===== config.mk =====
export PLATFORM = sky130hd
export DESIGN_NAME = ysyx_23060208_lsu
export DESIGN_NICKNAME = d
export VERILOG_FILES = /design/src/rtl/ysyx_23060208_lsu_pkg.sv /design/src/rtl/ysyx_23060208_lsu_align.sv /design/src/rtl/ysyx_23060208_lsu.sv
export SDC_FILE = /design/constraint.sdc
export NUM_CORES = 1
export LEC_CHECK = 0
export BUFFER_PORTS_ARGS = -buffer_cell sky130_fd_sc_hd__buf_2
export CORE_ASPECT_RATIO = 1.4
export CORE_MARGIN = 1
export CORE_UTILIZATION = 50
export DETAILED_ROUTE_END_ITERATION = 6
export PLACE_DENSITY = 0.82
export SKIP_LAST_GASP = 1
export SYNTH_ARGS = -nofsm -noshare
export SYNTH_HDL_FRONTEND = slang
export SYNTH_SLANG_ARGS = --single-unit

===== constraint.sdc =====
create_clock -name clk -period 5.4 [get_ports clk]
set_clock_uncertainty 0.15 [all_clocks]
set_input_delay 1.08 -clock clk [delete_from_list [all_inputs] [get_ports clk]]
set_output_delay 1.08 -clock clk [all_outputs]
set_load 0.02 [all_outputs]

===== src/rtl/ysyx_23060208_lsu_pkg.sv =====
// rtl/ysyx_23060208_lsu_pkg.sv - shared types and encodings for the load/store unit
package ysyx_23060208_lsu_pkg;

   typedef enum logic [2:0] {
      ST_IDLE,
      ST_RD_AR,
      ST_RD_R,
      ST_WR_AW_W,
      ST_WR_B,
      ST_RESP
   } state_t;

   localparam logic [1:0] SIZE_B = 2'd0;
   localparam logic [1:0] SIZE_H = 2'd1;
   localparam logic [1:0] SIZE_W = 2'd2;
   localparam logic [1:0] SIZE_D = 2'd3;

   localparam logic [1:0] ERR_OK  = 2'b00;
   localparam logic [1:0] ERR_MIS = 2'b01;
   localparam logic [1:0] ERR_BUS = 2'b10;

   // Natural alignment: address must be a multiple of the access size.
   function automatic logic misaligned(input logic [2:0] addr_lo, input logic [1:0] size);
      case (size)
         SIZE_B:  return 1'b0;
         SIZE_H:  return addr_lo[0];
         SIZE_W:  return addr_lo[1:0] != 2'b00;
         default: return addr_lo != 3'b000;
      endcase
   endfunction

endpackage


===== src/rtl/ysyx_23060208_lsu_align.sv =====
// rtl/ysyx_23060208_lsu_align.sv - byte-lane strobe, store shift and load extract/extend
module ysyx_23060208_lsu_align #(
   parameter int DATA_WIDTH = 32,
   parameter int STRB       = DATA_WIDTH / 8,
   parameter int OFF        = $clog2(STRB)
) (
   input  logic [1:0]            size,
   input  logic                  is_unsigned,
   input  logic [OFF-1:0]        offset,
   input  logic [DATA_WIDTH-1:0] wdata,
   input  logic [DATA_WIDTH-1:0] rdata,
   output logic [STRB-1:0]       wstrb,
   output logic [DATA_WIDTH-1:0] wdata_sh,
   output logic [DATA_WIDTH-1:0] rdata_ext
);
   import ysyx_23060208_lsu_pkg::*;

   logic [7:0]            base;
   logic [15:0]           strb16;
   logic [OFF+2:0]        sh;
   logic [DATA_WIDTH-1:0] raw;
   logic [63:0]           raw64;
   logic [63:0]           ext64;
   logic                  unused_hi;

   always_comb begin
      base = 8'hFF;
      case (size)
         SIZE_B:  base = 8'h01;
         SIZE_H:  base = 8'h03;
         SIZE_W:  base = 8'h0F;
         default: base = 8'hFF;
      endcase
      strb16   = {8'h00, base} << offset;
      wstrb    = strb16[STRB-1:0];
      sh       = {offset, 3'b000};
      wdata_sh = wdata << sh;
      raw      = rdata >> sh;
      raw64    = 64'(raw);
      // Sign bit of the selected width is replicated unless zero-extension is asked for.
      case (size)
         SIZE_B:  ext64 = {{56{~is_unsigned & raw64[7]}},  raw64[7:0]};
         SIZE_H:  ext64 = {{48{~is_unsigned & raw64[15]}}, raw64[15:0]};
         SIZE_W:  ext64 = {{32{~is_unsigned & raw64[31]}}, raw64[31:0]};
         default: ext64 = raw64;
      endcase
      rdata_ext = ext64[DATA_WIDTH-1:0];
   end

   assign unused_hi = ^{strb16, ext64};

endmodule


===== src/rtl/ysyx_23060208_lsu.sv =====
// rtl/ysyx_23060208_lsu.sv - single-outstanding load/store unit, AXI4-Lite master
module ysyx_23060208_lsu #(
   parameter int ADDR_WIDTH = 32,
   parameter int DATA_WIDTH = 32
) (
   input  logic                    clk,
   input  logic                    rst,
   input  logic                    req_valid,
   output logic                    req_ready,
   input  logic                    req_store,
   input  logic [1:0]              req_size,
   input  logic                    req_unsigned,
   input  logic [ADDR_WIDTH-1:0]   req_addr,
   input  logic [DATA_WIDTH-1:0]   req_wdata,
   output logic                    resp_valid,
   input  logic                    resp_ready,
   output logic [DATA_WIDTH-1:0]   resp_rdata,
   output logic [1:0]              resp_err,
   output logic [ADDR_WIDTH-1:0]   awaddr,
   output logic                    awvalid,
   input  logic                    awready,
   output logic [DATA_WIDTH-1:0]   wdata,
   output logic [DATA_WIDTH/8-1:0] wstrb,
   output logic                    wvalid,
   input  logic                    wready,
   input  logic [1:0]              bresp,
   input  logic                    bvalid,
   output logic                    bready,
   output logic [ADDR_WIDTH-1:0]   araddr,
   output logic                    arvalid,
   input  logic                    arready,
   input  logic [DATA_WIDTH-1:0]   rdata,
   input  logic [1:0]              rresp,
   input  logic                    rvalid,
   output logic                    rready
);
   import ysyx_23060208_lsu_pkg::*;

   localparam int STRB     = DATA_WIDTH / 8;
   localparam int OFF      = $clog2(STRB);
   localparam bit NO_DWORD = (DATA_WIDTH < 64);

   state_t                state_q, state_d;
   logic [ADDR_WIDTH-1:0] addr_q;
   logic [1:0]            size_q;
   logic                  uns_q;
   logic [DATA_WIDTH-1:0] wdata_q;
   logic [DATA_WIDTH-1:0] rdata_q;
   logic [1:0]            err_q;
   logic                  aw_done_q, w_done_q;
   logic                  req_bad;
   logic [STRB-1:0]       strb_al;
   logic [DATA_WIDTH-1:0] wdata_al;
   logic [DATA_WIDTH-1:0] rdata_ext;
   logic                  unused_resp;

   assign req_bad     = misaligned(req_addr[2:0], req_size) || (NO_DWORD && req_size == SIZE_D);
   assign unused_resp = ^{bresp[0], rresp[0]};

   ysyx_23060208_lsu_align #(
      .DATA_WIDTH (DATA_WIDTH)
   ) u_align (
      .size        (size_q),
      .is_unsigned (uns_q),
      .offset      (addr_q[OFF-1:0]),
      .wdata       (wdata_q),
      .rdata       (rdata),
      .wstrb       (strb_al),
      .wdata_sh    (wdata_al),
      .rdata_ext   (rdata_ext)
   );

   always_ff @(posedge clk) begin
      if (rst) begin
         state_q   <= ST_IDLE;
         addr_q    <= '0;
         size_q    <= SIZE_B;
         uns_q     <= 1'b0;
         wdata_q   <= '0;
         rdata_q   <= '0;
         err_q     <= ERR_OK;
         aw_done_q <= 1'b0;
         w_done_q  <= 1'b0;
      end else begin
         state_q <= state_d;
         if (state_q == ST_IDLE && req_valid) begin
            addr_q    <= req_addr;
            size_q    <= req_size;
            uns_q     <= req_unsigned;
            wdata_q   <= req_wdata;
            rdata_q   <= '0;
            err_q     <= req_bad ? ERR_MIS : ERR_OK;
            aw_done_q <= 1'b0;
            w_done_q  <= 1'b0;
         end
         if (state_q == ST_WR_AW_W) begin
            if (awready) aw_done_q <= 1'b1;
            if (wready)  w_done_q  <= 1'b1;
         end
         if (state_q == ST_WR_B && bvalid) begin
            err_q <= bresp[1] ? ERR_BUS : ERR_OK;
         end
         if (state_q == ST_RD_R && rvalid) begin
            err_q   <= rresp[1] ? ERR_BUS : ERR_OK;
            rdata_q <= rresp[1] ? '0 : rdata_ext;
         end
      end
   end

   always_comb begin
      state_d    = state_q;
      req_ready  = 1'b0;
      arvalid    = 1'b0;
      rready     = 1'b0;
      awvalid    = 1'b0;
      wvalid     = 1'b0;
      bready     = 1'b0;
      resp_valid = 1'b0;
      wdata      = '0;
      wstrb      = '0;
      case (state_q)
         ST_IDLE: begin
            req_ready = 1'b1;
            if (req_valid) begin
               state_d = req_bad ? ST_RESP : (req_store ? ST_WR_AW_W : ST_RD_AR);
            end
         end
         ST_RD_AR: begin
            arvalid = 1'b1;
            if (arready) state_d = ST_RD_R;
         end
         ST_RD_R: begin
            rready = 1'b1;
            if (rvalid) state_d = ST_RESP;
         end
         ST_WR_AW_W: begin
            // AW and W retire independently; either may complete first or both together.
            awvalid = ~aw_done_q;
            wvalid  = ~w_done_q;
            wdata   = wdata_al;
            wstrb   = strb_al;
            if ((aw_done_q || awready) && (w_done_q || wready)) state_d = ST_WR_B;
         end
         ST_WR_B: begin
            bready = 1'b1;
            if (bvalid) state_d = ST_RESP;
         end
         ST_RESP: begin
            resp_valid = 1'b1;
            if (resp_ready) state_d = ST_IDLE;
         end
         default: state_d = ST_IDLE;
      endcase
   end

   assign awaddr     = addr_q;
   assign araddr     = addr_q;
   assign resp_rdata = rdata_q;
   assign resp_err   = err_q;

endmodule


==> results of run 1 <==
-- logic make-up (layout without fill, tap and decap cells) --
group	Yosys count	in the layout	synth area share (%)
mux	35	35	7.37
flops	106	106	41.4
compound gates	160	160	20.1
buf+inv	85	275	9.18
simple gates	260	260	21.9
-- final cells by class --
cell class,count,area share (%)
clock buffer,9,3.50
tap,135,2.62
inverter,2,0.117
multi-input combinational,455,39.6
sequential,106,33.0
timing repair buffer,257,20.2
clock inverter,7,0.972
-- state kept, by name, indices dropped and copies added, names as in the netlist --
| register | count |
|---|---|
| w_done_q | 1 |
| state_q | 3 |
| uns_q | 1 |
| araddr | 32 |
| resp_err | 2 |
| aw_done_q | 1 |
| size_q | 2 |
| wdata_q | 32 |
| resp_rdata | 32 |
-- path summary, 6_finish.rpt --
path / slack, ps / endpoint / from
hold / removal: 300 / wdata_q[27] / wdata_q[27]
setup reg to reg: 2250 / resp_rdata[24] / araddr[1]
setup / recovery: 1590 / wdata[0] / state_q[0]
hold reg to reg: 300 / wdata_q[27] / wdata_q[27]
-- worst max-delay path, cell delays in order, from the launching register on --
cell and delay (ps):
dfxtp_1 600, and3b_1 390, nand2b_1 310, nor2_1 550, and2_1 210, buf_2 160
-- stage by stage --
step | instances | total power (uW) | setup WS (ps) | util [%] | instance area, sq um
after floorplan | 646 | 1920 | 2220 | - | 5120
after global placement | 955 | 2140 | 2020 | 61.8 | 6150
after detailed placement | 955 | 2180 | 2030 | 61.8 | 6150
after CTS | 971 | 2810 | 1640 | 64.7 | 6440
after global routing | 971 | 2960 | 1490 | 64.7 | 6440
final | 971 | 2800 | 1590 | 64.7 | 6440
-- cell usage in the layout (no fill, tap or decap), drive strengths merged, types with 2 or more instances in the layout --
cell type / instances
a211o: 8
and2: 11
a31oi: 2
inv: 5
a221o: 16
nor2b: 20
nand2b: 5
nor2: 53
a211oi: 24
a32oi: 8
a21oi: 81
nor4: 2
a22oi: 3
clkinv: 3
clkbuf: 9
mux2i: 25
dfxtp: 106
nand2: 159
o21ai: 10
buf: 257
o21bai: 2
mux2: 9
o22ai: 2
nor3: 3
-- report_power, final --
group	total (uW)	switching [uW]	internal (uW)
logic	1100	723	376
clock network	635	313	322
registers	1070	149	919
total	2800	1190	1620
-- per-layer routing --
metal	up-vias	routed length (um)	track usage (%)
met2	251	7580	48.2
li1	2556	-	-
met5	-	0	0
met1	2479	5910	30.9
met4	0	464	13.2
met3	36	979	5.35
==> flow_summary.json, run 1 <==
{
  "maxSlewViolCount": 0,
  "wirelength_mm": 14.9,
  "synth_top_area_share_pct": 41.4,
  "viasPerCell": 5.48,
  "synth-async-reset-ratio_pct": 0,
  "clockBufferDepth": 2,
  "cts_buffers": 9,
  "die_w_um": 87.6,
  "antenna_found_initial": 0,
  "drt_pass1_iterations": 5,
  "cts_tree": "done",
  "clk_pin_slew_ps": 70,
  "syn_inst": 646,
  "area_growth_pct": 25.6,
  "ant_nets": 0,
  "die_y_um": 122,
  "powerDensity_nw_per_um2": 435,
  "whs_ps": 303,
  "ys_warn_count": 0,
  "hold_class": "flop to flop",
  "first_global_vias": 4850,
  "regArea_sq_um": 2120,
  "path_max_fanout": 14,
  "ir_drop_mv": 0.217,
  "r2r_cells": 7,
  "place.gp.congestion": 0.848,
  "grt_max_degree": 73,
  "critPathLaunchType": "flop",
  "coreArea_sq_um": 9950,
  "crit_arrival_ps": 2580,
  "fin_nets": 944,
  "synth_nets": 759,
  "period_share_pct": 70.5,
  "synth_ff_type": "dfxtp_1",
  "die-area_sq_um": 10700,
  "insertion_delay_ps": 350,
  "synth_top_area_cell": "dfxtp_1",
  "cts-resized-gates": 0,
  "yosys-top-cells-area": "dfxtp_1 (41%), nand2_1 (12%), a21oi_1 (7.9%)",
  "numClockSinks": 106,
  "diodes": 0,
  "required_ps": 4170,
  "setup_viol": 0,
  "drive_above_1_share_pct": 35.0,
  "hold_viol_final": 0,
  "htree_levels": 3,
  "fin_tns_setup_ps": 0,
  "power_leakage_uw": 0.00300,
  "rsz0062_at_grt": "no",
  "synth_most_common_cell": "nand2_1",
  "synth.distinct_cells": 41,
  "hold_depth": 2,
  "gr-total-overflow": 0,
  "grt_pass1_wl_mm": 22.8,
  "min_period_ps": 3810,
  "worst_slew_margin_rel_pct": 16.8,
  "drv_cap": 0,
  "dr_total_vias": 5322,
  "hold_buffers": 0,
  "outcome": "completed",
  "num_rows": 43,
  "drc": 0,
  "syn_avg_cell_area_sq_um": 7.93,
  "ys_seq_area_share_pct": 41.4,
  "cp-end-kind": "primary output",
  "grt_usage_pct": 27.3,
  "synth.ff_latch_count": 106,
  "synthTopCellsByCount": "nand2_1 (159), dfxtp_1 (106), a21oi_1 (81)",
  "fmax_mhz": 263,
  "io_buffer_count": 251,
  "initial_core_util_pct": 51.5,
  "worst_pin_slew_ps": 1250,
  "cts_setup_buffers": 0,
  "post_drt_wl_per_cell_um": 15.4,
  "dr.first_iter.drc_count": 251,
  "top_level_ports": 254,
  "fillers": 884,
  "multi_input_area_sq_um": 2550,
  "synth_edf_count": 0,
  "cts_root_buffer": "clkbuf_16",
  "syn_area_sq_um": 5120,
  "crit_type": "flop to primary output",
  "hpwlAfterDp_mm": 10.9
}
No activity file was read; power rests on OpenSTA's default activity.
==> run 2: changes to the inputs <==
Settings changed: CORE_UTILIZATION 50 to 46, PLACE_DENSITY 0.82 to 0.76.
Clock period 5.4 ns to 3.7 ns, I/O delays scaled along.
==> flow_summary.json, run 2 (synthesis results as in run 1) <==
{
  "outcome": "completed",
  "initial_core_util_pct": 47.2,
  "power_leakage_uw": 0.00305,
  "final_common_cell": "buf_2",
  "place.gp.congestion": 0.896,
  "hpwlAfterDp_mm": 10.9,
  "required_ps": 2810,
  "io_buffer_count": 251,
  "crit_type": "flop to primary output",
  "top_level_ports": 254,
  "period_share_pct": 92.7,
  "hold_buffers": 0,
  "worst_slew_margin_rel_pct": 34.8,
  "clockBufferDepth": 2,
  "grt_pass1_wl_mm": 23.3,
  "die_y_um": 127,
  "insertion_delay_ps": 340,
  "dr.first_iter.drc_count": 216,
  "area_growth_pct": 27.5,
  "rsz0062_at_grt": "no",
  "wirelength_mm": 14.8,
  "fin_tns_setup_ps": 0,
  "seqPwrFrac_pct": 36.9,
  "first_global_vias": 4783,
  "p_sw_uw": 1710,
  "diodes": 0,
  "drv_cap": 0,
  "drive_above_1_share_pct": 35.5,
  "maxSlewViolCount": 0,
  "drc": 0,
  "hold_viol_final": 0,
  "path_max_fanout": 14,
  "die_w_um": 91.2,
  "cts_tree": "done",
  "fin_nets": 950,
  "worst_pin_slew_ps": 978,
  "coreArea_sq_um": 10900,
  "crit_arrival_ps": 2540,
  "layout_common_cells": "buf_2 (251), nand2_1 (158), dfxtp_1 (104), a21oi_1 (80), nor2_1 (53)",
  "cts-resized-gates": 0,
  "num_rows": 45,
  "powerDensity_nw_per_um2": 648,
  "comb_power_share_pct": 38.0,
  "die-area_sq_um": 11600,
  "ant_nets": 0,
  "internal-power_uw": 2530,
  "dr_total_vias": 5167,
  "hold_class": "flop to flop",
  "cts_buffers": 9,
  "final_core_util_pct": 60.1,
  "p_clk_share_pct": 25.1,
  "power_uw": 4240,
  "cp-end-kind": "primary output",
  "post_drt_wl_per_cell_um": 15.1,
  "cts_root_buffer": "clkbuf_16",
  "drt_pass1_iterations": 4,
  "viasPerCell": 5.26,
  "clk_pin_slew_ps": 70,
  "critPathLaunchType": "flop",
  "antenna_found_initial": 2,
  "fmax_mhz": 291,
  "gr-total-overflow": 0,
  "switching_share_pct": 40.3,
  "grt_max_degree": 55,
  "htree_levels": 3,
  "numClockSinks": 106,
  "grt_usage_pct": 25.2,
  "setup_viol": 0,
  "min_period_ps": 3430,
  "cts_setup_buffers": 0,
  "ir_drop_mv": 0.314
}
==> run 2: changes by cell type in the layout (fill, tap and decap cells not counted) <==
| cell | delta |
|---|---|
| buf_4 | +6 |
| inv_6 | +1 |
| inv_8 | -1 |
| bufinv_16 | +2 |
| clkinv_4 | -3 |
| clkbuf_8 | +1 |
==> run 2: worst paths after layout <==
kind	start	endpoint	slack, ps	depth (start not counted)
min	resp_rdata[13]	resp_rdata[13]	300	2
max reg2reg	araddr[1]	resp_rdata[17]	930	6
min reg2reg	resp_rdata[13]	resp_rdata[13]	300	2
max	state_q[0]	wdata[2]	270	5
==> run 2: area by class of cell <==
cell class / instances / area [sq um]
Fill cell: 1044 / 4330
Sequential cell: 106 / 2120
Multi-Input combinational cell: 455 / 2550
Inverter: 2 / 7.51
Tap cell: 141 / 176
Clock buffer: 10 / 239
Clock inverter: 6 / 93.8
Timing Repair Buffer: 263 / 1350
==> run 2: layer usage <==
metal,GRT usage (%),share of wire (%)
met1,28.4,39
met2,45.9,52
met3,6.29,7.4
met4,8.78,1.6
met5,0,0.081
==> run 2: per-stage QoR <==
step	cells	worst slack (ps)	hold WS, ps	cell area (sq um)
floorplan	646	864	282	5120
CTS	983	249	307	6530
finish	983	268	303	6530
global placement	967	684	285	6200
detailed placement	967	645	292	6200
global route	983	84.5	320	6530
==> run 2: power groups by stage <==
stage	logic [uW]	clock network, uW	registers [uW]
after CTS	1620	1080	1560
after detailed placement	1610	0	1580
after global routing	1780	1140	1600
after floorplan	1200	0	1600
final	1610	1060	1560
after global placement	1600	0	1580
==> run 2: critical path: stages (launching register included) <==
cell and delay, ps:
dfxtp_1 600, and3b_1 380, nand2b_1 280, nor2_1 550, and2_1 230, buf_2 160
==> run 3: changes to the inputs <==
Settings changed: GPL_ROUTABILITY_DRIVEN from default to 0, REMOVE_ABC_BUFFERS from default to 1.
==> flow_summary.json, run 3 (synthesis results as in run 1) <==
{
  "outcome": "completed",
  "gr-total-overflow": 0,
  "met3_usage_pct": 4.62,
  "cts_tree": "done",
  "grt_max_degree": 83,
  "clockBufferDepth": 2,
  "area_growth_pct": 26.5,
  "seqPwrFrac_pct": 37.9,
  "layout_common_cells": "buf_2 (251), nand2_1 (158), dfxtp_1 (104), a21oi_1 (80), nor2_1 (53)",
  "path_delay_family": "simple AND/OR/NAND/NOR gates",
  "die_y_um": 127,
  "drc": 0,
  "power_leakage_uw": 0.00303,
  "hold_viol_final": 0,
  "ant_nets": 0,
  "p_sw_uw": 1720,
  "internal-power_uw": 2380,
  "dp_cells": 965,
  "ff2ff_setup_slack_ps": 930,
  "post_drt_wl_per_cell_um": 14.8,
  "maxSlewViolCount": 0,
  "critPathLaunchType": "flop",
  "cts-resized-gates": 0,
  "drive_above_1_share_pct": 35.4,
  "setup_viol": 0,
  "switching_share_pct": 41.9,
  "required_ps": 2810,
  "numClockSinks": 106,
  "num_rows": 45,
  "worst_slack_ps": 522,
  "cp-end-kind": "primary output",
  "min_period_ps": 3180,
  "worstPathCellList": "nor2b_1 > nand2_1 > a211oi_1 > buf_2",
  "htree_levels": 3,
  "crit_type": "flop to primary output",
  "crit_arrival_ps": 2290,
  "final_cells": 981,
  "antenna_found_initial": 1,
  "p_clk_share_pct": 22.5,
  "initial_core_util_pct": 47.2,
  "grt_pass1_wl_mm": 23.3,
  "use_met2_pct": 44.3,
  "cts_setup_buffers": 0,
  "cts_buffers": 9,
  "io_buffer_count": 251,
  "drv_cap": 0,
  "hold_class": "flop to flop",
  "worst_slew_margin_rel_pct": 28.3,
  "hpwlAfterDp_mm": 10.5,
  "whs_ps": 299,
  "hold_buffers": 0,
  "power_uw": 4100,
  "ir_drop_mv": 0.314,
  "dr.first_iter.drc_count": 202,
  "fillers": 1069,
  "crit_path_top_delay_cell": "dfxtp_1",
  "drt_pass1_iterations": 4,
  "final_common_cell": "buf_2",
  "path_max_fanout": 19,
  "insertion_delay_ps": 340,
  "comb_power_share_pct": 39.6,
  "met1_usage_pct": 29.5,
  "dr_total_vias": 5166,
  "wirelength_mm": 14.6,
  "rsz0062_at_grt": "no",
  "grt.busiest_layer": "met2",
  "fin_nets": 948,
  "viasPerCell": 5.27,
  "fmax_mhz": 315,
  "die-area_sq_um": 11600,
  "grt_usage_pct": 25.1,
  "first_global_vias": 4701,
  "coreArea_sq_um": 10900,
  "place_ws_ps": 912,
  "top_level_ports": 254,
  "critical-path-max-stage-delay_ps": 520,
  "cts_root_buffer": "clkbuf_16",
  "fin_tns_setup_ps": 0,
  "period_share_pct": 85.9,
  "diodes": 0,
  "powerDensity_nw_per_um2": 632,
  "worst_pin_slew_ps": 1080,
  "die_w_um": 91.2,
  "clk_pin_slew_ps": 70,
  "path_buf_inv": 1
}
==> run 3: through the flow <==
step | util, % | cell area, sq um
global route | 59.7 | 6480
CTS | 59.7 | 6480
global placement | 57.0 | 6200
detailed placement | 57.0 | 6200
finish | 59.7 | 6480
floorplan | - | 4660
==> run 3: final cells by class <==
type / count / area, sq um / area share (%)
multi-input combinational: 455 / 2550 / 39.3
sequential: 106 / 2120 / 32.8
timing repair buffer: 261 / 1340 / 20.7
clock buffer: 9 / 225 / 3.47
tap: 141 / 176 / 2.72
clock inverter: 7 / 60.1 / 0.926
inverter: 2 / 7.51 / 0.116
==> run 3: worst min-delay path, cell delays in order, from the launching register on <==
cell	delay [ps]
dfxtp_1	300
nand2_1	50
a21oi_1	50
==> run 3: power by group through the flow <==
stage | Combinational, uW | Sequential [uW] | Clock, uW
after floorplan | 827 | 1790 | 0
after global placement | 1610 | 1570 | 0
after detailed placement | 1630 | 1570 | 0
after CTS | 1630 | 1550 | 941
after global routing | 1790 | 1590 | 996
final | 1620 | 1550 | 922
==> run 3: path summary, 6_finish.rpt <==
check                           cells after the start   startpoint              to
worst max-delay path                                4   state_q[1]       wdata[27]
worst min register to register                      2  wdata_q[26]     wdata_q[26]
worst min-delay path                                2  wdata_q[26]     wdata_q[26]
worst max register to register                      5    araddr[0]  resp_rdata[22]
==> run 3: per-layer routing <==
metal  vias up  routed length, um
met2       232               7170
met3        25                943
li1       2560                  -
met4         2                364
met1      2347               6060
met5         -                 13
